==> config.mk <==
export PLATFORM = sky130hd
export DESIGN_NAME = jtframe_sim_trigger
export DESIGN_NICKNAME = d
export VERILOG_FILES = /design/src/rtl/jtframe_sim_trigger.sv
export SDC_FILE = /design/constraint.sdc
export NUM_CORES = 1
export LEC_CHECK = 0
export ABC_CLOCK_PERIOD_IN_PS = 5160
export CAP_MARGIN = 20
export CORE_MARGIN = 2
export CORE_UTILIZATION = 30
export DETAILED_ROUTE_END_ITERATION = 8
export MAX_ROUTING_LAYER = met4
export PLACE_DENSITY_LB_ADDON = 0.12
export SETUP_SLACK_MARGIN = 0.15
export SLEW_MARGIN = 20
export SYNTH_ARGS = -nofsm -noshare
export SYNTH_HDL_FRONTEND = slang
export SYNTH_SLANG_ARGS = --single-unit
==> constraint.sdc <==
create_clock -name clk -period 5.16 [get_ports clk]
set_input_delay 0.516 -clock clk [delete_from_list [all_inputs] [get_ports clk]]
set_output_delay 0.516 -clock clk [all_outputs]
set_load 0.02 [all_outputs]
==> src/rtl/jtframe_sim_trigger.sv <==
// Frame counter and dump-window controller for simulation benches: counts vs falls
// after ROM download, opens/closes the dump window and raises a sticky finish request.
module jtframe_sim_trigger #(
    parameter bit          WAIT_DWNLD  = 1'b1,
    parameter logic [31:0] DUMP_START  = 32'd0,
    parameter logic [31:0] DUMP_FRAMES = 32'd0,
    parameter logic [31:0] MAX_FRAMES  = 32'd0,
    parameter logic [31:0] FRAME_INIT  = 32'd0,
    localparam int unsigned CNT_W = 32
) (
    input  logic             clk,
    input  logic             rst,
    input  logic             vs,
    input  logic             downloading,
    output logic [CNT_W-1:0] frame_cnt,
    output logic             dump_on,
    output logic             dump_start,
    output logic             dump_stop,
    output logic             sim_finish
);

    typedef enum logic [1:0] {
        ST_WAIT_DL = 2'd0,
        ST_COUNT   = 2'd1,
        ST_DUMP    = 2'd2,
        ST_DONE    = 2'd3
    } state_t;

    localparam state_t RST_STATE = WAIT_DWNLD ? ST_WAIT_DL : ST_COUNT;

    state_t           state_q, state_d;
    logic             vs_l_q, vs_l_d;
    logic             dl_l_q, dl_l_d;
    logic [CNT_W-1:0] frame_cnt_q, frame_cnt_d;
    logic [CNT_W-1:0] dump_len_q, dump_len_d;
    logic             dump_on_q, dump_on_d;
    logic             dump_start_q, dump_start_d;
    logic             dump_stop_q, dump_stop_d;
    logic             sim_finish_q, sim_finish_d;

    logic             vs_fall;
    logic             dl_fall;
    logic [CNT_W-1:0] cnt_inc;
    logic [CNT_W-1:0] len_inc;
    logic             hit_finish;
    logic             hit_start;
    logic             hit_end;

    // Next-state and output logic; finish takes priority over window start/end
    always_comb begin
        state_d      = state_q;
        vs_l_d       = vs;
        dl_l_d       = downloading;
        frame_cnt_d  = frame_cnt_q;
        dump_len_d   = dump_len_q;
        dump_on_d    = dump_on_q;
        dump_start_d = 1'b0;
        dump_stop_d  = 1'b0;
        sim_finish_d = sim_finish_q;

        vs_fall    = vs_l_q & ~vs;
        dl_fall    = dl_l_q & ~downloading;
        cnt_inc    = (&frame_cnt_q) ? frame_cnt_q : frame_cnt_q + CNT_W'(1);
        len_inc    = (&dump_len_q) ? dump_len_q : dump_len_q + CNT_W'(1);
        hit_finish = (MAX_FRAMES != CNT_W'(0)) && (cnt_inc == MAX_FRAMES);
        hit_start  = (frame_cnt_q == DUMP_START);
        hit_end    = (DUMP_FRAMES != CNT_W'(0)) && (len_inc == DUMP_FRAMES);

        case (state_q)
            ST_WAIT_DL: begin
                if (dl_fall) begin
                    state_d = ST_COUNT;
                end
            end
            ST_COUNT: begin
                if (vs_fall) begin
                    frame_cnt_d = cnt_inc;
                    if (hit_finish) begin
                        state_d      = ST_DONE;
                        sim_finish_d = 1'b1;
                    end else if (hit_start) begin
                        state_d      = ST_DUMP;
                        dump_on_d    = 1'b1;
                        dump_start_d = 1'b1;
                        dump_len_d   = CNT_W'(0);
                    end
                end
            end
            ST_DUMP: begin
                if (vs_fall) begin
                    frame_cnt_d = cnt_inc;
                    dump_len_d  = len_inc;
                    if (hit_finish) begin
                        state_d      = ST_DONE;
                        sim_finish_d = 1'b1;
                        dump_on_d    = 1'b0;
                        dump_stop_d  = 1'b1;
                    end else if (hit_end) begin
                        state_d     = ST_COUNT;
                        dump_on_d   = 1'b0;
                        dump_stop_d = 1'b1;
                    end
                end
            end
            ST_DONE: begin
                state_d = ST_DONE;
            end
            default: begin
                state_d = RST_STATE;
            end
        endcase
    end

    always_ff @(posedge clk) begin
        if (rst) begin
            state_q      <= RST_STATE;
            vs_l_q       <= 1'b0;
            dl_l_q       <= 1'b0;
            frame_cnt_q  <= FRAME_INIT;
            dump_len_q   <= CNT_W'(0);
            dump_on_q    <= 1'b0;
            dump_start_q <= 1'b0;
            dump_stop_q  <= 1'b0;
            sim_finish_q <= 1'b0;
        end else begin
            state_q      <= state_d;
            vs_l_q       <= vs_l_d;
            dl_l_q       <= dl_l_d;
            frame_cnt_q  <= frame_cnt_d;
            dump_len_q   <= dump_len_d;
            dump_on_q    <= dump_on_d;
            dump_start_q <= dump_start_d;
            dump_stop_q  <= dump_stop_d;
            sim_finish_q <= sim_finish_d;
        end
    end

    assign frame_cnt  = frame_cnt_q;
    assign dump_on    = dump_on_q;
    assign dump_start = dump_start_q;
    assign dump_stop  = dump_stop_q;
    assign sim_finish = sim_finish_q;

endmodule
==> metrics.md, run 1 <==
| Metric | Value |
|---|---|
| Crit path kind | `reg2reg` |
| Remaining Overflow, GRT | `0` |
| R2R Path Start | `state_q[0]` |
| Share of the yosys chip area belonging to registers | `a little over a third` |
| # Post-CTS Setup Buffers | `0` |
| Status | `finished, final reports clean` |
| Worst-Skew Late Latency | `around 0.29 ns` |
| Die ar. | `roughly 8000 um2` |
| Clk pin slew, worst setup/hold paths | `about 0.080 ns` |
| CP max FO | `24` |
| Fillers | `around 760` |
| Nets | `300` |
| Starting DRT DRC Count | `~110` |
| CTS tree | `done` |
| Drt total wl | `approximately 5700 um` |
| Core ar. | `between 7000 and 8000 um2` |
| Max-cap violation count | `0` |
| Tmin final | `2.623 ns` |
| Final ANT Viol Nets | `0` |
| Share of cells above drive strength 1 | `under 10%` |
| Vias in the first global route | `approximately 1,800` |
| EDFF count, synth | `0` |
| CTS Buffer Depth | `2` |
| Maximum vdd ir drop | `156.3 uV` |
| Crit path DAT | `2.84 ns` |
| PD cells | `around 230 nW/um2` |
| Initial DRT Pass Iterations | `4` |
| Num CTS Buffers | `5` |
| H-tree depth | `2` |
| Wire length per cell | `14.76 um` |
| Syn Area/Cell | `about 8.4 um2` |
| Finish-stage setup viols | `0` |
| CTS resizes | `0` |
| P_leak | `about 0.00085 uW` |
| IO Pins | `40` |
| Final Max Tran Viols | `0` |
| Total negative slack | `0 ns` |
| Fin crit share | `between 50 and 60%` |
| Row count | `31` |
| HP Class | `reg2reg` |
| Area of the multi-input gates | `about 1300 um2` |
| Crit end category | `register` |
| #FFs+latches synth | `38` |
| Ys Warns | `0` |
| Final Hold Viols | `0` |
| Clock Skews | `between 0.006 and 0.007 ns` |
| Max transition margin | `between 40 and 50%` |
| Top_reg_cell synth | `dfxtp_1` |
| Combined area of all synthesized cells | `about 2200 um2` |
| Total power | `~610 uW` |
| Worst Setup Slack, final | `around 2.5 ns` |
| Chip Width | `between 80 and 90 um` |
| Fin Hold WS | `around 0.5 ns` |
| Sequential cell area | `760.7 um2` |
| Pre-CTS WS | `about 2.2 ns` |
| IO buf count | `37` |
| Largest net degree at the start of global routing | `just under 60` |
| Routability Congestion | `just under 0.8` |
| Highest clock rate | `between 300 and 400 MHz` |
| Via/cell ratio | `~5.3` |
| Most frequent cells in the layout | `dfxtp_1 (38), clkdlybuf4s50_1 (37), a21oi_1 (25)` |
| Clk Tree Root Cell | `clkbuf_8` |
| R2R cell count | `6` |
| Syn Inst Count | `around 260` |
| Async set-reset flop share out of synthesis | `0%` |
| GRT Total Usage | `roughly 16%` |
| Clk sinks | `38` |
| Crit path from | `state_q[0]` |
| # DRC | `0` |
| Die Ht | `89.41 um` |
| Critical Path Source Type | `register` |
| Initial Util | `between 30% and 40%` |
| Number of antenna violations at the first check in global routing | `0` |
| RSZ-0062 raised after global routing | `no` |
| Synth cell types | `44` |
| First-pass GRT wire length | `about 9400 um` |
| CTS Hold Buffers Added | `0` |
| Worst EP required | `~5.4 ns` |
| Synthesis-to-finish area growth | `22.24%` |
| Most common library cell in the layout ignoring fill and taps | `dfxtp_1` |
| Post-Route Utilization | `37.28%` |
| Worst Tran Pin Value | `roughly 0.86 ns` |
| Vias | `2,050` |
| Hold depth | `2` |
| Reg-to-reg endpoint | `frame_cnt[8]` |
| Post-detail-place hpwl | `~3900 um` |
| Worst reg-to-reg setup slack | `approximately 2.5 ns` |
| Hold Path Origin | `frame_cnt[30]` |
| ANT cells | `0` |
| Hold Path End | `frame_cnt[30]` |
==> worst max path at each step <==
stage,slack [ns],depth (start not counted),endpoint
CTS,2.50,6,frame_cnt[8]
global route,2.23,7,frame_cnt[24]
global placement,2.29,5,frame_cnt[8]
detailed placement,2.23,6,frame_cnt[24]
floorplan,3.14,7,frame_cnt[7]
finish,2.54,6,frame_cnt[8]
==> cell usage after synthesis (all sizes together), types with 3 or more instances <==
cell	instances	area, um2
a21oi	25	125.1
buf	8	75.06
clkbuf	7	26.28
dfxtp	38	760.7
ha	6	75.07
inv	8	30.03
mux2	3	33.78
nand2	16	62.56
nand2b	3	18.77
nand3	11	60.06
nand3b	3	22.52
nand4	15	123.9
nor2	17	63.81
nor2b	6	37.54
nor3	5	30.03
nor4	18	176.4
o21ai	19	95.09
o31ai	10	75.07
or3	17	107.6
or4	9	68.82
==> flip-flops by register name, indices dropped and copies added (netlist names) <==
register    flops
frame_cnt      32
state_q         2
dl_l_q          1
dump_on         1
dump_start      1
vs_l_q          1
==> power breakdown <==
| group | total [uW] | switching [uW] | internal [uW] |
|---|---|---|---|
| registers | 312 | 8.33 | 303 |
| logic | 92.6 | 58.4 | 34.2 |
| clock network | 210 | 107 | 103 |
==> metrics by stage <==
step	instance area, um2	instances
2_1_floorplan	2192	260
3_3_place_gp	2592	382
3_5_place_dp	2592	382
4_1_cts	2675	388
5_1_grt	2675	388
6_report	2675	388
==> area by class of cell <==
| type | instances | area share [%] |
|---|---|---|
| Clock buffer | 6 | 3.087 |
| Tap cell | 99 | 4.630 |
| Timing Repair Buffer | 38 | 14.13 |
| Multi-Input combinational cell | 199 | 48.60 |
| Sequential cell | 38 | 28.44 |
| Inverter | 8 | 1.123 |
==> worst max-delay path, stage by stage (launching register included) <==
cell and delay (ns):
dfxtp_1 0.39, inv_1 0.08, ha_1 0.32, nand3b_1 0.59, or3_2 0.70, or3_1 0.32, a21oi_1 0.14
==> per-layer routing <==
metal	track usage [%]	vias up	part of all wire (%)
li1	-	1034	-
met1	21.25	962	51
met2	23.30	46	44
met3	3.601	8	3.6
met4	5.563	0	1.8
met5	-	-	0
==> logic make-up after synthesis <==
logic type               after synthesis  synth area share, %
multiplexers                           4                2.001
buffers and inverters                 23                6.003
AO/OA/AOI/OAI                         60                15.61
flip-flops                            38                34.76
other                                  1               0.1714
XOR/XNOR                               1               0.4003
adder cells (fa/ha/maj)                6                3.430
AND/OR/NAND/NOR                      126                37.62
Note: power is estimated with default switching activity, not from simulation.
==> run 2, diff against run 1 <==
Settings changed: ABC_CLOCK_PERIOD_IN_PS 5160 to 2200.
Clock period 5.16 ns to 2.2 ns, I/O delays scaled along.
==> metrics.md, run 2 (synthesis results as in run 1) <==
| Metric | Value |
|---|---|
| Status | `finished, final reports clean (unchanged)` |
| Remaining Overflow, GRT | `0 (unchanged)` |
| First-pass GRT wire length | `9825 um (was 9363 um)` |
| Final Hold Viols | `0 (unchanged)` |
| Critical Path Source Type | `register (unchanged)` |
| Worst Setup Slack, final | `0.2606 ns (was 2.537 ns)` |
| Synthesis-to-finish area growth | `38.71% (was 22.24%)` |
| ANT cells | `0 (unchanged)` |
| Clk sinks | `38 (unchanged)` |
| CTS tree | `done (unchanged)` |
| Fillers | `709 (was 756)` |
| Chip Width | `89.41 um (unchanged)` |
| Fin Hold WS | `0.4660 ns (was 0.5038 ns)` |
| Tmin final | `1.939 ns (was 2.623 ns)` |
| Final ANT Viol Nets | `0 (unchanged)` |
| CTS Hold Buffers Added | `0 (unchanged)` |
| H-tree depth | `2 (unchanged)` |
| CP max-delay cell | `or4_2 (was or3_2)` |
| Via/cell ratio | `5.162 (was 5.284)` |
| Slowest stage delay, CP | `0.65 ns (was 0.70 ns)` |
| Starting DRT DRC Count | `88 (was 105)` |
| GRT Total Usage | `16.33% (was 15.83%)` |
| P_leak | `0.001059 uW (was 0.0008467 uW)` |
| # DRC | `0 (unchanged)` |
| Initial Util | `30.50% (unchanged)` |
| IO Pins | `40 (unchanged)` |
| Vias | `2,163 (was 2,050)` |
| Die Ht | `89.41 um (unchanged)` |
| Most frequent cells in the layout | `clkdlybuf4s50_1 (37), buf_4 (29), dfxtp_1 (27) (was dfxtp_1 (38), clkdlybuf4s50_1 (37), a21oi_1 (25))` |
| Nets | `331 (was 300)` |
| Clk pin slew, worst setup/hold paths | `0.07 ns (was 0.08 ns)` |
| CP max FO | `5 (was 24)` |
| Non-Filler Instances | `419 (was 388)` |
| Crit end category | `register (unchanged)` |
| Die ar. | `7993 um2 (unchanged)` |
| Worst EP required | `2.43 ns (was 5.38 ns)` |
| RSZ-0062 raised after global routing | `no (unchanged)` |
| Crit path kind | `reg2reg (unchanged)` |
| IO buf count | `37 (unchanged)` |
| Initial DRT Pass Iterations | `4 (unchanged)` |
| Crit path DAT | `2.17 ns (was 2.84 ns)` |
| Drt total wl | `6096 um (was 5727 um)` |
| Finish-stage setup viols | `0 (unchanged)` |
| Fin crit share | `88.16% (was 50.83%)` |
| PD cells | `492.0 nW/um2 (was 229.6 nW/um2)` |
| Total negative slack | `0 ns (unchanged)` |
| Worst-Skew Late Latency | `0.29 ns (about the same)` |
| Largest register FFs | `32 (unchanged)` |
| Routability Congestion | `0.8100 (was 0.7887)` |
| Num CTS Buffers | `5 (unchanged)` |
| Max-cap violation count | `0 (unchanged)` |
| Share of cells above drive strength 1 | `23.44% (was 7.266%)` |
| Pre-CTS WS | `0.1397 ns (was 2.227 ns)` |
| Number of antenna violations at the first check in global routing | `0 (unchanged)` |
| HP Class | `reg2reg (unchanged)` |
| Post-detail-place hpwl | `4283 um (was 3890 um)` |
| CTS Buffer Depth | `2 (unchanged)` |
| Wire length per cell | `14.55 um (was 14.76 um)` |
| Largest net degree at the start of global routing | `45 (was 58)` |
| Maximum vdd ir drop | `236.0 uV (was 156.3 uV)` |
| Placed cells | `404 (was 382)` |
| Most common library cell in the layout ignoring fill and taps | `clkdlybuf4s50_1 (was dfxtp_1)` |
| CP Cell Sequence | `inv_2, ha_4, nand3b_1, buf_4, or4_2, a21oi_2 (was inv_1, ha_1, nand3b_1, or3_2, or3_1, a21oi_1)` |
| Vias in the first global route | `1,996 (was 1,821)` |
| Core ar. | `7176 um2 (unchanged)` |
| Clk Tree Root Cell | `clkbuf_8 (unchanged)` |
| Row count | `31 (unchanged)` |
| Final Max Tran Viols | `0 (unchanged)` |
| Highest clock rate | `515.6 MHz (was 381.2 MHz)` |
| Clock Skews | `0.004434 ns (was 0.006386 ns)` |
| Worst reg-to-reg setup slack | `0.26 ns (was 2.54 ns)` |
==> run 2: layer usage <==
metal | global-route usage, % | wire length, um | vias up
li1 | - | - | 1104
met1 | 22.20 | 3059 | 1024
met2 | 24.44 | 2793 | 27
met3 | 3.139 | 148 | 8
met4 | 5.020 | 94 | 0
met5 | - | 0 | -
==> run 2: cell type report <==
cell class	count	area [um2]	area share (%)
clock buffers	6	82.58	2.721
inverters	8	30.03	0.9893
multi-input cells	199	1376	45.34
flip-flops and latches	38	774.5	25.52
well taps	99	123.9	4.081
repair buffers	69	648.1	21.35
==> run 2: per-stage QoR <==
step / util, % / cell area (um2) / total power (uW)
after floorplan: - / 2192 / 908.5
after CTS: 40.35 / 2895 / 1486
after global routing: 42.30 / 3035 / 1566
final: 42.30 / 3035 / 1493
after global placement: 38.78 / 2783 / 987.9
after detailed placement: 38.78 / 2783 / 989.3
==> run 2: final timing paths <==
check / to / start / depth (start not counted)
setup / recovery: frame_cnt[4] / state_q[0] / 6
hold reg to reg: dump_on / dump_on / 2
hold / removal: dump_on / dump_on / 2
setup reg to reg: frame_cnt[4] / state_q[0] / 6
==> run 2: what timing repair did <==
| action | CTS | global route |
|---|---|---|
| cloned | 0 | 0 |
| pin swaps | 1 | 7 |
| buffers inserted | 4 | 5 |
| gates resized for setup | 0 | 26 |
| setup endpoints to repair | 1 | 32 |
==> run 2: report_power, final <==
| part | leakage, uW | internal, uW | switching [uW] |
|---|---|---|---|
| clock | 0.0000431 | 242 | 243 |
| combinational | 0.000703 | 118 | 158 |
| sequential | 0.000312 | 713 | 19.1 |
| total | 0.00106 | 1070 | 421 |
==> run 2: worst max-delay path, delay by kind of cell (launching register included) <==
| kind | cells | cell delay (ns) |
|---|---|---|
| buffers and inverters | 2 | 0.26 |
| AND/OR/NAND/NOR | 2 | 0.84 |
| flip-flops | 1 | 0.37 |
| adder cells (fa/ha/maj) | 1 | 0.26 |
| AO/OA/AOI/OAI | 1 | 0.15 |
==> run 3, diff against run 2 <==
Settings changed: GPL_TIMING_DRIVEN set to 0.
==> metrics.md, run 3 (synthesis results as in run 1) <==
| Metric | Value |
|---|---|
| CP max FO | `10 (was 5)` |
| Die Ht | `89.41 um (unchanged)` |
| Num CTS Buffers | `5 (unchanged)` |
| Worst-Skew Late Latency | `0.29 ns (about the same)` |
| Clk Tree Root Cell | `clkbuf_8 (unchanged)` |
| Largest net degree at the start of global routing | `11 (was 45)` |
| Dpl cell area | `2686 um2 (was 2783 um2)` |
| Family with the most delay on the worst path | `simple AND/OR/NAND/NOR gates (unchanged)` |
| HP Class | `reg2reg (unchanged)` |
| Tmin final | `1.954 ns (was 1.939 ns)` |
| Critical Path Source Type | `register (unchanged)` |
| CTS Buffer Depth | `2 (unchanged)` |
| Routability Congestion | `0.8355 (was 0.8100)` |
| # DRC | `0 (unchanged)` |
| Max-cap violation count | `0 (unchanged)` |
| Slowest stage delay, CP | `0.49 ns (was 0.65 ns)` |
| Chip Width | `89.41 um (unchanged)` |
| Remaining Overflow, GRT | `0 (unchanged)` |
| Clock Skews | `0.003573 ns (was 0.004434 ns)` |
| Area of the multi-input gates | `1379 um2 (was 1376 um2)` |
| Core ar. | `7176 um2 (unchanged)` |
| Initial DRT Pass Iterations | `4 (unchanged)` |
| Synthesis-to-finish area growth | `36.02% (was 38.71%)` |
| Worst EP required | `2.38 ns (was 2.43 ns)` |
| Starting DRT DRC Count | `62 (was 88)` |
| Crit-path most repeated cell | `buf_6` |
| Crit path DAT | `2.13 ns (was 2.17 ns)` |
| Crit end category | `register (unchanged)` |
| Post-detail-place hpwl | `4616 um (was 4283 um)` |
| Vias | `2,190 (was 2,163)` |
| Buffers plus inverters on the worst setup path | `2 (unchanged)` |
| Largest register FFs | `32 (unchanged)` |
| Final Hold Viols | `0 (unchanged)` |
| Final ANT Viol Nets | `0 (unchanged)` |
| Drt total wl | `6706 um (was 6096 um)` |
| Row count | `31 (unchanged)` |
| RSZ-0062 raised after global routing | `no (unchanged)` |
| Clk sinks | `38 (unchanged)` |
| Clk pin slew, worst setup/hold paths | `0.08 ns (was 0.07 ns)` |
| Most frequent cells in the layout | `clkdlybuf4s50_1 (37), a21oi_1 (24), dfxtp_1 (21) (was clkdlybuf4s50_1 (37), buf_4 (29), dfxtp_1 (27))` |
| Die ar. | `7993 um2 (unchanged)` |
| Final Max Tran Viols | `0 (unchanged)` |
| CTS tree | `done (unchanged)` |
| Fillers | `739 (was 709)` |
| Finished layout cell area | `2977 um2 (was 3035 um2)` |
| Crit path kind | `reg2reg (unchanged)` |
| Fin crit share | `88.84% (was 88.16%)` |
| ANT cells | `0 (unchanged)` |
| Nets | `326 (was 331)` |
| Status | `finished, final reports clean (unchanged)` |
| Wire length per cell | `16.20 um (was 14.55 um)` |
| P_leak | `0.001008 uW (was 0.001059 uW)` |
| H-tree depth | `2 (unchanged)` |
| Via/cell ratio | `5.290 (was 5.162)` |
| Maximum vdd ir drop | `279.3 uV (was 236.0 uV)` |
| Highest clock rate | `511.6 MHz (was 515.6 MHz)` |
| CP Cell Sequence | `nand4_1, nor4_4, and4_4, buf_6, buf_6, nor4_1, o21bai_1 (was inv_2, ha_4, nand3b_1, buf_4, or4_2, a21oi_2)` |
| Sequential cell area | `787.0 um2 (was 774.5 um2)` |
| Initial Util | `30.50% (unchanged)` |
| First-pass GRT wire length | `10,720 um (was 9825 um)` |
| IO Pins | `40 (unchanged)` |
| Most common library cell in the layout ignoring fill and taps | `clkdlybuf4s50_1 (unchanged)` |
| Max transition margin | `between 60% and 70%` |
| Worst Tran Pin Value | `about 0.55 ns` |
| Finish-stage setup viols | `0 (unchanged)` |
| GRT Total Usage | `18.28% (was 16.33%)` |
| CP max-delay cell | `dfxtp_1 (was or4_2)` |
| IO buf count | `37 (unchanged)` |
| Share of cells above drive strength 1 | `22.54% (was 23.44%)` |
| Total power | `1522 uW (was 1493 uW)` |
| Total negative slack | `0 ns (unchanged)` |
| Number of antenna violations at the first check in global routing | `0 (unchanged)` |
| Vias in the first global route | `2,020 (was 1,996)` |
| PD cells | `511.3 nW/um2 (was 492.0 nW/um2)` |
-- run 3: cell count changes in the layout (fill, tap and decap cells not counted), sizes merged --
cell	before	now
buf	32	20
clkbuf	6	13
-- run 3: final cells by class --
type                            count  share of cell area, %
Sequential cell                    38                  26.44
Tap cell                           99                  4.161
Inverter                            8                  1.009
Multi-Input combinational cell    199                  46.32
Buffer                             15                  3.825
Clock buffer                        6                  2.774
Timing Repair Buffer               49                  15.47
-- run 3: repair_timing --
action                     CTS  global route
gates resized for setup     15            25
setup buffers                7             4
pin swaps                    4             6
cloned                       1             0
setup endpoints to repair   31            33
hold buffers                 0             0
-- run 3: final timing paths --
check                 from             to  slack, ns  cells past startpoint
max reg2reg  frame_cnt[24]  frame_cnt[11]       0.25                      7
min reg2reg        dump_on        dump_on       0.50                      2
min                dump_on        dump_on       0.50                      2
max          frame_cnt[24]  frame_cnt[11]       0.25                      7
-- run 3: routing by layer --
metal  track usage [%]  up-vias  routed length, um
met5                 -        -                  0
met4             4.885        0                 55
met3             3.047        4                232
met2             28.96       49               3144
met1             24.12     1045               3273
li1                  -     1092                  -
-- run 3: power by group --
part           internal (uW)  switching (uW)
clock                    242             252
sequential               713            14.1
combinational            129             172
total                   1080             438
-- run 3: through the flow --
step / hold WS (ns) / utilization (%) / setup slack [ns] / cells
floorplan: 0.3482 / - / 0.1821 / 260
global placement: 0.4725 / 37.44 / -0.02098 / 396
detailed placement: 0.4737 / 37.44 / -0.006667 / 396
CTS: 0.4969 / 40.19 / 0.1502 / 410
global route: 0.5199 / 41.48 / 0.1477 / 414
finish: 0.4967 / 41.48 / 0.2455 / 414
-- run 3: worst register-to-register path, stage by stage, from the launching register on --
cell and delay [ns]:
dfxtp_1 0.49, nand4_1 0.29, nor4_4 0.24, and4_4 0.28
buf_6 0.15, buf_6 0.17, nor4_1 0.07, o21bai_1 0.17
